--- src/rtl/riscv_pkg.sv ---
// Shared RISC-V execute-stage constants: branch/jump op encodings and PC step.
package riscv_pkg;
    localparam logic [2:0] OP_BEQ  = 3'b000;
    localparam logic [2:0] OP_BNE  = 3'b001;
    localparam logic [2:0] OP_BLT  = 3'b010;
    localparam logic [2:0] OP_BLTU = 3'b011;
    localparam logic [2:0] OP_BGE  = 3'b100;
    localparam logic [2:0] OP_BGEU = 3'b101;
    localparam logic [2:0] OP_JAL  = 3'b110;
    localparam logic [2:0] OP_JALR = 3'b111;

    localparam int PC_STEP = 4;
endpackage

--- src/rtl/branch_cond.sv ---
// Combinational branch condition evaluation; jumps report always-true.
module branch_cond
    import riscv_pkg::*;
#(
    parameter int XLEN = 32
) (
    input  logic [2:0]      op,
    input  logic [XLEN-1:0] rs1,
    input  logic [XLEN-1:0] rs2,
    output logic            cond_true
);
    logic eq, lt_s, lt_u;

    assign eq   = (rs1 == rs2);
    assign lt_u = (rs1 < rs2);
    assign lt_s = ($signed(rs1) < $signed(rs2));

    always_comb begin
        cond_true = 1'b0;
        case (op)
            OP_BEQ:  cond_true = eq;
            OP_BNE:  cond_true = !eq;
            OP_BLT:  cond_true = lt_s;
            OP_BLTU: cond_true = lt_u;
            OP_BGE:  cond_true = !lt_s;
            OP_BGEU: cond_true = !lt_u;
            default: cond_true = 1'b1;
        endcase
    end
endmodule

--- src/rtl/branch_resolve_unit.sv ---
// Registered branch/jump resolution stage: direction, next PC, mispredict and
// misalign detection, plus saturating branch/mispredict statistics.
module branch_resolve_unit
    import riscv_pkg::*;
#(
    parameter int XLEN  = 32,
    parameter int CNT_W = 16
) (
    input  logic             CLK,
    input  logic             RSTn,
    input  logic             flush,
    input  logic             in_valid,
    output logic             in_ready,
    input  logic [2:0]       op,
    input  logic [XLEN-1:0]  rs1,
    input  logic [XLEN-1:0]  rs2,
    input  logic [XLEN-1:0]  pc,
    input  logic [XLEN-1:0]  imm,
    input  logic             pred_taken,
    input  logic [XLEN-1:0]  pred_target,
    output logic             out_valid,
    input  logic             out_ready,
    output logic             taken,
    output logic [XLEN-1:0]  next_pc,
    output logic [XLEN-1:0]  link,
    output logic             mispredict,
    output logic             misalign,
    input  logic             cnt_clr,
    output logic [CNT_W-1:0] cnt_branch,
    output logic [CNT_W-1:0] cnt_mispred
);
    logic            cond_true;
    logic [XLEN-1:0] target_c, seq_pc_c, jalr_sum;
    logic            mispred_c, accept, is_branch;

    branch_cond #(.XLEN(XLEN)) u_cond (
        .op        (op),
        .rs1       (rs1),
        .rs2       (rs2),
        .cond_true (cond_true)
    );

    assign jalr_sum  = rs1 + imm;
    assign target_c  = (op == OP_JALR) ? {jalr_sum[XLEN-1:1], 1'b0} : (pc + imm);
    assign seq_pc_c  = pc + XLEN'(PC_STEP);
    // pred_target only matters when the branch actually resolves taken
    assign mispred_c = (cond_true != pred_taken) || (cond_true && (pred_target != target_c));
    assign is_branch = (op <= OP_BGEU);

    assign in_ready  = !out_valid || out_ready;
    assign accept    = in_valid && in_ready && !flush;

    always_ff @(posedge CLK or negedge RSTn) begin
        if (!RSTn) begin
            out_valid   <= 1'b0;
            taken       <= 1'b0;
            next_pc     <= '0;
            link        <= '0;
            mispredict  <= 1'b0;
            misalign    <= 1'b0;
            cnt_branch  <= '0;
            cnt_mispred <= '0;
        end else begin
            if (flush) begin
                out_valid <= 1'b0;
            end else if (accept) begin
                out_valid  <= 1'b1;
                taken      <= cond_true;
                next_pc    <= cond_true ? target_c : seq_pc_c;
                link       <= seq_pc_c;
                mispredict <= mispred_c;
                misalign   <= cond_true && target_c[1];
            end else if (out_ready) begin
                out_valid <= 1'b0;
            end

            // clear wins over a same-cycle increment; both stick at all-ones
            if (cnt_clr) begin
                cnt_branch  <= '0;
                cnt_mispred <= '0;
            end else if (accept) begin
                if (is_branch && (cnt_branch != '1))
                    cnt_branch <= cnt_branch + 1'b1;
                if (mispred_c && (cnt_mispred != '1))
                    cnt_mispred <= cnt_mispred + 1'b1;
            end
        end
    end
endmodule

--- config.mk ---
export PLATFORM = sky130hd
export DESIGN_NAME = branch_resolve_unit
export DESIGN_NICKNAME = d
export VERILOG_FILES = /design/src/rtl/riscv_pkg.sv /design/src/rtl/branch_cond.sv /design/src/rtl/branch_resolve_unit.sv
export SDC_FILE = /design/constraint.sdc
export NUM_CORES = 1
export LEC_CHECK = 0
export ABC_AREA = 0
export BUFFER_PORTS_ARGS = -buffer_cell sky130_fd_sc_hd__buf_2
export CAP_MARGIN = 20
export CORE_MARGIN = 2
export CORE_UTILIZATION = 55
export DETAILED_ROUTE_END_ITERATION = 8
export GPL_TIMING_DRIVEN = 0
export PLACE_DENSITY = 0.82
export SYNTH_ARGS = -nofsm -noshare
export SYNTH_HDL_FRONTEND = slang
export SYNTH_HIERARCHICAL = 1
export SYNTH_SLANG_ARGS = --single-unit
export TNS_END_PERCENT = 50
--- constraint.sdc ---
create_clock -name CLK -period 4.25 [get_ports CLK]
set_input_delay 0.85 -clock CLK [delete_from_list [all_inputs] [get_ports CLK]]
set_output_delay 0.85 -clock CLK [all_outputs]
set_load 0.005 [all_outputs]
==> metrics.txt, run 1 <==
status=finished with violations; failing checks=setup timing; gp weighted congestion=0.983; die area=0.0216 mm2; fmax=0.212 GHz; max-slew violation count=0; Sequential Area=0.00250 mm2; Critical Path Source=rs2[29]; power per cell area=274 mW/mm2; Setup Skew=10.2 ps; maximum VDD drop=0.201 mV; largest net degree at the start of global routing=64; final worst setup slack=-473 ps; RSZ-0062 raised after global routing=yes; Final min period=4720 ps; CP endpoint kind=flop; syn avg cell area=7.63 um2; H-tree depth=3; FF-to-FF Start=cnt_mispred[3]; worst r2r dst=cnt_mispred[5]; area of the multi-input gates=0.00845 mm2; DR iter-0 viols=1176; Startpoint Class=primary input; Longest Clk Path Bufs=2; placed insts=2013; first-pass GRT wire length=64100 um; Layout Cells excl Fill=2043; core footprint=0.0202 mm2; Port Buffers=269; Cell Rows=52; Synth Instances=1473; number of enable flip-flop cells after synthesis=0; initial antenna violation count=0; period utilisation layout=111%; R2R setup slack=880 ps; WL final=42300 um; Die Ht=147 um; vias in the first global route=12.1k; FFs w/ async S/R, synth=100%; most area-consuming cells after synthesis=dfrtp_1, ha_1, nand2_1; WL/cell=20.7 um; Initial Util=55.7%; sequential-to-total area share from yosys stat=22.3%; Overflow after GRT=0; Leakage=6.45 nW; Final HPWL DP=34100 um; most area-hungry cell type in the Yosys netlist=dfrtp_1; clk root buf=clkbuf_16; CP required=4470 ps; CP endpoint=cnt_mispred[14]; TritonCTS clock tree=built; clock tree sinks=100; nets@finish=2036; Worst Reg-to-Reg Cells=11; cts bufs inserted=9; total number of yosys warnings=6; flops & latches, synth=100; worst-margin pin slew=1070 ps; slew margin rel.=27.6%; top-area cell type share of the netlist area=22.3%; Post-synth top cells=nand2_1, nor2_1, a21oi_1; area grow syn2layout=22.2%; final count of hold timing violations=0; post-route ant nets=0; # diodes=0; vias per cell=6.24; share of post-route cells with drive strength above 1=23.2%; CP Max Fanout=5; CTS Hold Bufs=0; routed vias=12.7k; Max-cap violations=0; Setup Crit Path Kind=primary input to flop; DIE WIDTH=147 um; Unique masters post-synth=87; DRC violations left=0; CP arrival=4950 ps; syn_nets=1741; total power=3.76 mW; prevailing post-synth register cell=dfrtp_1; Tightest Hold Check Type=primary input to asynchronous set/reset pin; clk_lat worst skew=340 ps; gr usage total=37.7%; top-count cell post-synth=nand2_1; Synth Cell Area=0.0112 mm2; # IOs=271; filler cell count=1748; Pre-Repair DR Iteration Count=6; clk slew on worst S/H paths=70 ps; final setup vio count=17
-- layout by cell type, fill, tap and decap left out, drive strengths merged, types with 52 or more instances in the layout --
cell	n
a21oi	108
clkbuf	52
o21ai	102
nor2	120
inv	57
nand3	54
nand2	218
ha	96
dfrtp	100
buf	318
xnor2	68
xor2	52
-- layer usage --
layer	share of wire (%)	track usage, %
met5	0	0
met4	4.4	16.5
met3	9.0	5.25
met2	46	63.4
met1	40	48.6
-- worst min path at each step --
stage	endpoint	from	cells past startpoint	slack, ps
3_3_place_gp	link[17]	link[17]	2	450
6_report	link[1]	RSTn	1	470
5_1_grt	link[22]	link[22]	2	500
3_5_place_dp	next_pc[11]	next_pc[11]	2	460
2_1_floorplan	link[0]	link[0]	2	470
4_1_cts	next_pc[11]	next_pc[11]	2	480
-- cell type report --
type                       count  share of cell area, %
buffer                        72                   2.46
multi-input combinational   1242                   61.6
sequential                   100                   18.2
clock buffer                  11                   1.77
inverter                      56                   1.55
tap                          270                   2.46
clock inverter                 5                  0.437
timing repair buffer         287                   11.6
-- sequential cells by signal, summed over array words and instances (netlist names) --
register	count
cnt_mispred	16
misalign	1
cnt_branch	16
taken	1
link	32
next_pc	32
out_valid	1
mispredict	1
-- worst max-delay path, stage by stage --
cell	delay, ps
buf_6	70
inv_4	30
ha_4	260
nand4_1	220
nor4_4	480
nand3_2	180
xor2_2	190
o32a_4	340
nand3_4	140
nand2_4	80
a31oi_4	190
nand4_1	180
nor4_1	240
nand4_1	150
nor4_2	150
nand4_1	270
nor4_4	230
buf_6	170
buf_2	170
nor4_1	60
mux2_2	270
-- power by group --
part / leakage (nW) / internal (mW) / switching [mW]
clock network: 0.146 / 0.475 / 0.357
logic: 5.02 / 0.697 / 1.07
registers: 1.29 / 1.08 / 0.0812
-- cell families after synthesis --
group	count (synthesis)	synth area share, %
DFF	100	22.3
muxes	34	3.25
xor gates and xnor gates	122	9.76
and+or+nand+nor	605	26.4
AOI/OAI and AO/OA	383	22.4
buffers and inverters	131	4.90
adders and majority gates	98	11.0
-- through the flow --
stage / instance area, um2 / setup WS (ps) / util, % / TNS, ps / hold slack (ps)
after global routing: 13700 / -426 / 68.1 / -6360 / 503
after CTS: 13600 / -481 / 67.3 / -7000 / 476
after floorplan: 11200 / 15.4 / - / 0 / 470
after detailed placement: 13000 / -1580 / 64.2 / -29290 / 461
final: 13700 / -473 / 68.1 / -6930 / 473
after global placement: 12900 / -1520 / 64.1 / -27670 / 452
-- timing repair --
item	CTS	global route
resized for setup	50	25
gates cloned	1	0
endpoints found under the setup margin	19	18
pin swaps	11	13
buffers inserted	9	7
(Power assumes the default switching activity.)
==> run 2, diff against run 1 <==
--- a/config.mk
+++ b/config.mk
@@ -8,7 +8,7 @@
 export ABC_AREA = 0
 export BUFFER_PORTS_ARGS = -buffer_cell sky130_fd_sc_hd__buf_2
 export CAP_MARGIN = 20
-export CORE_MARGIN = 2
+export CORE_ASPECT_RATIO = 1.2
 export CORE_UTILIZATION = 55
 export DETAILED_ROUTE_END_ITERATION = 8
 export GPL_TIMING_DRIVEN = 0
==> metrics.txt, run 2 (synthesized netlist as in run 1, its figures left out) <==
status=finished with violations; failing checks=setup timing; CP endpoint kind=flop; clock tree sinks=100; post-route ant nets=0; Final HPWL DP=34100 um; Comb pwr share=47.3%; Tightest Hold Check Type=primary input to asynchronous set/reset pin; slew margin rel.=25.4%; WL final=42900 um; Leakage=6.48 nW; share of post-route cells with drive strength above 1=24.7%; most frequent cells in the layout=buf_2, nand2_1, nor2_1; gr usage total=39.8%; Final min period=4600 ps; WL/cell=21.1 um; DRC violations left=0; nets@finish=2042; clk slew on worst S/H paths=70 ps; DIE WIDTH=132 um; cts bufs inserted=9; period utilisation layout=108%; Pint=2.27 mW; most common cell after layout, fill and taps aside=buf_2; total power=3.80 mW; # IOs=271; hold slack=473 ps; placed insts=2004; TritonCTS clock tree=built; first-pass GRT wire length=64600 um; Initial Util=56.9%; H-tree depth=3; sequential power share=30.7%; CP required=4480 ps; Die Ht=159 um; area grow syn2layout=24.4%; Startpoint Class=primary input; R2R setup slack=1140 ps; worst-margin pin slew=1110 ps; switch share=40.1%; # diodes=0; Cell Rows=56; Longest Clk Path Bufs=2; CP Max Fanout=5; Pre-Repair DR Iteration Count=8; clk_lat worst skew=340 ps; Worst Reg-to-Reg Cells=11; largest net degree at the start of global routing=64; top flop regs=link (32), next_pc (32); core footprint=0.0198 mm2; max-slew violation count=0; Sw Pwr=1.52 mW; initial antenna violation count=0; routed vias=12.9k; fmax=0.217 GHz; CP arrival=4830 ps; final worst setup slack=-353 ps; Clock power frac=22.0%; final setup vio count=17; maximum VDD drop=0.239 mV; RSZ-0062 raised after global routing=yes; Max-cap violations=0; FF-to-FF Start=cnt_mispred[3]; setup_tns=-4760 ps; worst r2r dst=cnt_mispred[15]; final count of hold timing violations=0; Setup Crit Path Kind=primary input to flop; vias in the first global route=12.2k; Overflow after GRT=0; DR iter-0 viols=982; Port Buffers=269; Layout Cells excl Fill=2040; power per cell area=272 mW/mm2; die area=0.0210 mm2; vias per cell=6.33; Setup WS pre-CTS=-1630 ps; Setup Skew=6.80 ps; gp weighted congestion=0.971; clk root buf=clkbuf_16
-- run 2: how the worst max path moves through the flow --
stage / cells past startpoint / slack, ps / start / end
floorplan: 15 / 20 / pc[0] / cnt_mispred[0]
global placement: 20 / -1640 / rs1[31] / cnt_mispred[0]
detailed placement: 20 / -1630 / rs1[31] / cnt_mispred[0]
CTS: 21 / -530 / rs1[30] / cnt_mispred[9]
global route: 18 / -430 / imm[0] / cnt_mispred[9]
finish: 20 / -350 / rs1[27] / cnt_mispred[9]
-- run 2: area by class of cell --
| class | instances | area (um2) |
|---|---|---|
| plain buffers | 73 | 339 |
| clock buffers | 10 | 239 |
| clock inverters | 6 | 62.6 |
| fillers | 1670 | 5770 |
| inverters | 56 | 213 |
| multi-input cells | 1242 | 8590 |
| flip-flops and latches | 100 | 2500 |
| well taps | 261 | 327 |
| repair buffers | 292 | 1720 |
-- run 2: stage by stage --
step	area [um2]	util [%]
final	14000	70.8
after global routing	14000	70.8
after CTS	13600	69.0
after detailed placement	12900	65.5
after global placement	12900	65.4
after floorplan	11200	-
-- run 2: critical path, stage by stage --
cell     delay (ps)
buf_8           100
ha_4            260
nand4_1         240
nor4_4          400
nand3_2         170
xor2_1          170
o32a_2          350
nand3_4         130
nand2_4          70
a31oi_4         210
nand4_1         210
nor4_2          190
nand4_1         110
nor4_1          210
nand4_1         250
nor4_4          210
buf_6           170
buf_8           140
nor3b_4          50
mux2_4          310
-- run 2: power by group through the flow --
stage	combinational, mW	sequential (mW)	clock (mW)
after global routing	1.94	1.18	0.880
after detailed placement	1.65	1.18	0
after global placement	1.61	1.18	0
after floorplan	1.01	1.18	0
after CTS	1.69	1.16	0.845
final	1.80	1.17	0.835
-- run 2: repair_timing --
item | 4_1_cts | 5_1_grt
buffers inserted | 10 | 11
hold buffers | 0 | 0
pin swaps | 15 | 20
cloned | 1 | 0
resized for setup | 65 | 54
endpoints found under the setup margin | 17 | 17
-- run 2: layer usage --
| layer | GRT usage (%) | wire [um] | vias to the layer above |
|---|---|---|---|
| li1 | - | - | 5960 |
| met1 | 47.4 | 16100 | 6032 |
| met2 | 70.6 | 20700 | 755 |
| met3 | 4.46 | 3780 | 164 |
| met4 | 21.8 | 2400 | 0 |
| met5 | 0 | 0 | - |
==> run 3, diff against run 2 <==
--- a/config.mk
+++ b/config.mk
@@ -8,10 +8,10 @@
 export ABC_AREA = 0
 export BUFFER_PORTS_ARGS = -buffer_cell sky130_fd_sc_hd__buf_2
 export CAP_MARGIN = 20
-export CORE_ASPECT_RATIO = 1.2
 export CORE_UTILIZATION = 55
 export DETAILED_ROUTE_END_ITERATION = 8
 export GPL_TIMING_DRIVEN = 0
+export HOLD_SLACK_MARGIN = 0.15
 export PLACE_DENSITY = 0.82
 export SYNTH_ARGS = -nofsm -noshare
 export SYNTH_HDL_FRONTEND = slang
==> metrics.txt, run 3 (synthesized netlist as in run 1, its figures left out) <==
# diodes=0; RSZ-0062 raised after global routing=yes; maximum VDD drop=0.181 mV; DR WL met3=4210 um; clk_lat worst skew=350 ps; DRC violations left=0; share of post-route cells with drive strength above 1=25.2%; slew margin rel.=36.9%; most common cell after layout, fill and taps aside=buf_2; total power=3.78 mW; CP endpoint kind=flop; Leakage=6.50 nW; final count of hold timing violations=0; Sequential Area=0.00250 mm2; Overflow after GRT=0; filler cell count=1583; vias in the first global route=12.1k; hold slack=466 ps; final worst setup slack=-226 ps; met2 wire length=19900 um; # IOs=271; die area=0.0210 mm2; metal1 wirelength=16700 um; TritonCTS clock tree=built; max-slew violation count=0; H-tree depth=3; most frequent cells in the layout=buf_2, nand2_1, nor2_1; WL final=42700 um; Final HPWL DP=33700 um; cts bufs inserted=9; Pre-Repair DR Iteration Count=6; period utilisation layout=105%; clock tree sinks=100; WL/cell=20.8 um; Setup Crit Path Kind=primary input to flop; failing checks=setup timing; clk slew on worst S/H paths=70 ps; DR iter-0 viols=1014; power per cell area=270 mW/mm2; routed vias=12.8k; Layout Cells excl Fill=2048; placed insts=2008; top flop regs=link (32), next_pc (32); CP Max Fanout=7; area of the multi-input gates=0.00865 mm2; fmax=0.223 GHz; highest metal used=met4; status=finished with violations; DIE WIDTH=145 um; setup_tns=-2750 ps; CTS Hold Bufs=0; core footprint=0.0197 mm2; Setup WS pre-CTS=-1600 ps; vias per cell=6.25; final setup vio count=17; gp weighted congestion=0.982; nets@finish=2046; largest net degree at the start of global routing=66; Cell Rows=51; Tightest Hold Check Type=primary input to asynchronous set/reset pin; gr usage total=39.3%; Port Buffers=269; Startpoint Class=primary input; initial antenna violation count=0; Die Ht=145 um; worst-margin pin slew=937 ps; Final min period=4480 ps; CP arrival=4710 ps; Initial Util=57.0%; Setup Skew=6.35 ps; post-route ant nets=0; first-pass GRT wire length=64900 um; Longest Clk Path Bufs=2; CP required=4490 ps; clk root buf=clkbuf_16; Max-cap violations=0; area grow syn2layout=24.7%
run 3: layout make-up:
| class | instances | area share [%] |
|---|---|---|
| timing repair buffer | 296 | 12.1 |
| buffer | 73 | 2.48 |
| tap | 265 | 2.37 |
| multi-input combinational | 1242 | 61.7 |
| clock buffer | 10 | 1.63 |
| inverter | 56 | 1.52 |
| sequential | 100 | 17.9 |
| clock inverter | 6 | 0.393 |
run 3: final timing paths:
kind	depth (start not counted)	end	slack (ps)	from
setup / recovery	22	cnt_mispred[3]	-230	rs2[27]
hold / removal	1	link[1]	470	RSTn
setup reg to reg	10	cnt_mispred[6]	1140	cnt_mispred[3]
hold reg to reg	2	link[22]	480	link[22]
max in group asynchronous	2	link[28]	3080	RSTn
min in group CLK	2	link[22]	480	link[22]
run 3: report_power, final:
part,total (mW),leakage (nW),internal (mW),switching (mW)
Sequential,1.16,1.29,1.08,0.0768
Combinational,1.83,5.08,0.727,1.10
Clock,0.791,0.133,0.409,0.382
run 3: repair_timing:
item,in CTS,in global routing
buffers inserted,13,12
pin swaps,21,35
endpoints found under the setup margin,21,19
cloned,1,0
resized for setup,60,65
endpoints found under the hold margin,0,0
run 3: worst max-delay path: stages:
cell     delay [ps]
buf_2            70
inv_1            60
ha_4            270
nand4_1         160
nor4_4          300
buf_4           190
nand3_4         100
xor2_1          180
o32a_2          380
nand3_4         140
nand2_4          80
a31oi_4         200
nand4_1         170
nor4_2          160
nand4_1         140
nor4_2          150
nand4_1         220
nor4_4          210
buf_6           180
buf_8           140
nor2_4           50
mux2_4          300
run 3: per-stage QoR:
step	cell area (um2)	utilization [%]
after floorplan	11200	-
after global placement	12900	65.5
after detailed placement	12900	65.7
after CTS	13600	69.2
after global routing	14000	71.1
final	14000	71.1
run 3: layer usage:
metal	vias up	track usage [%]
met1	5983	49.9
met4	0	17.8
met3	119	6.70
met2	729	65.1
li1	5967	-
met5	-	0
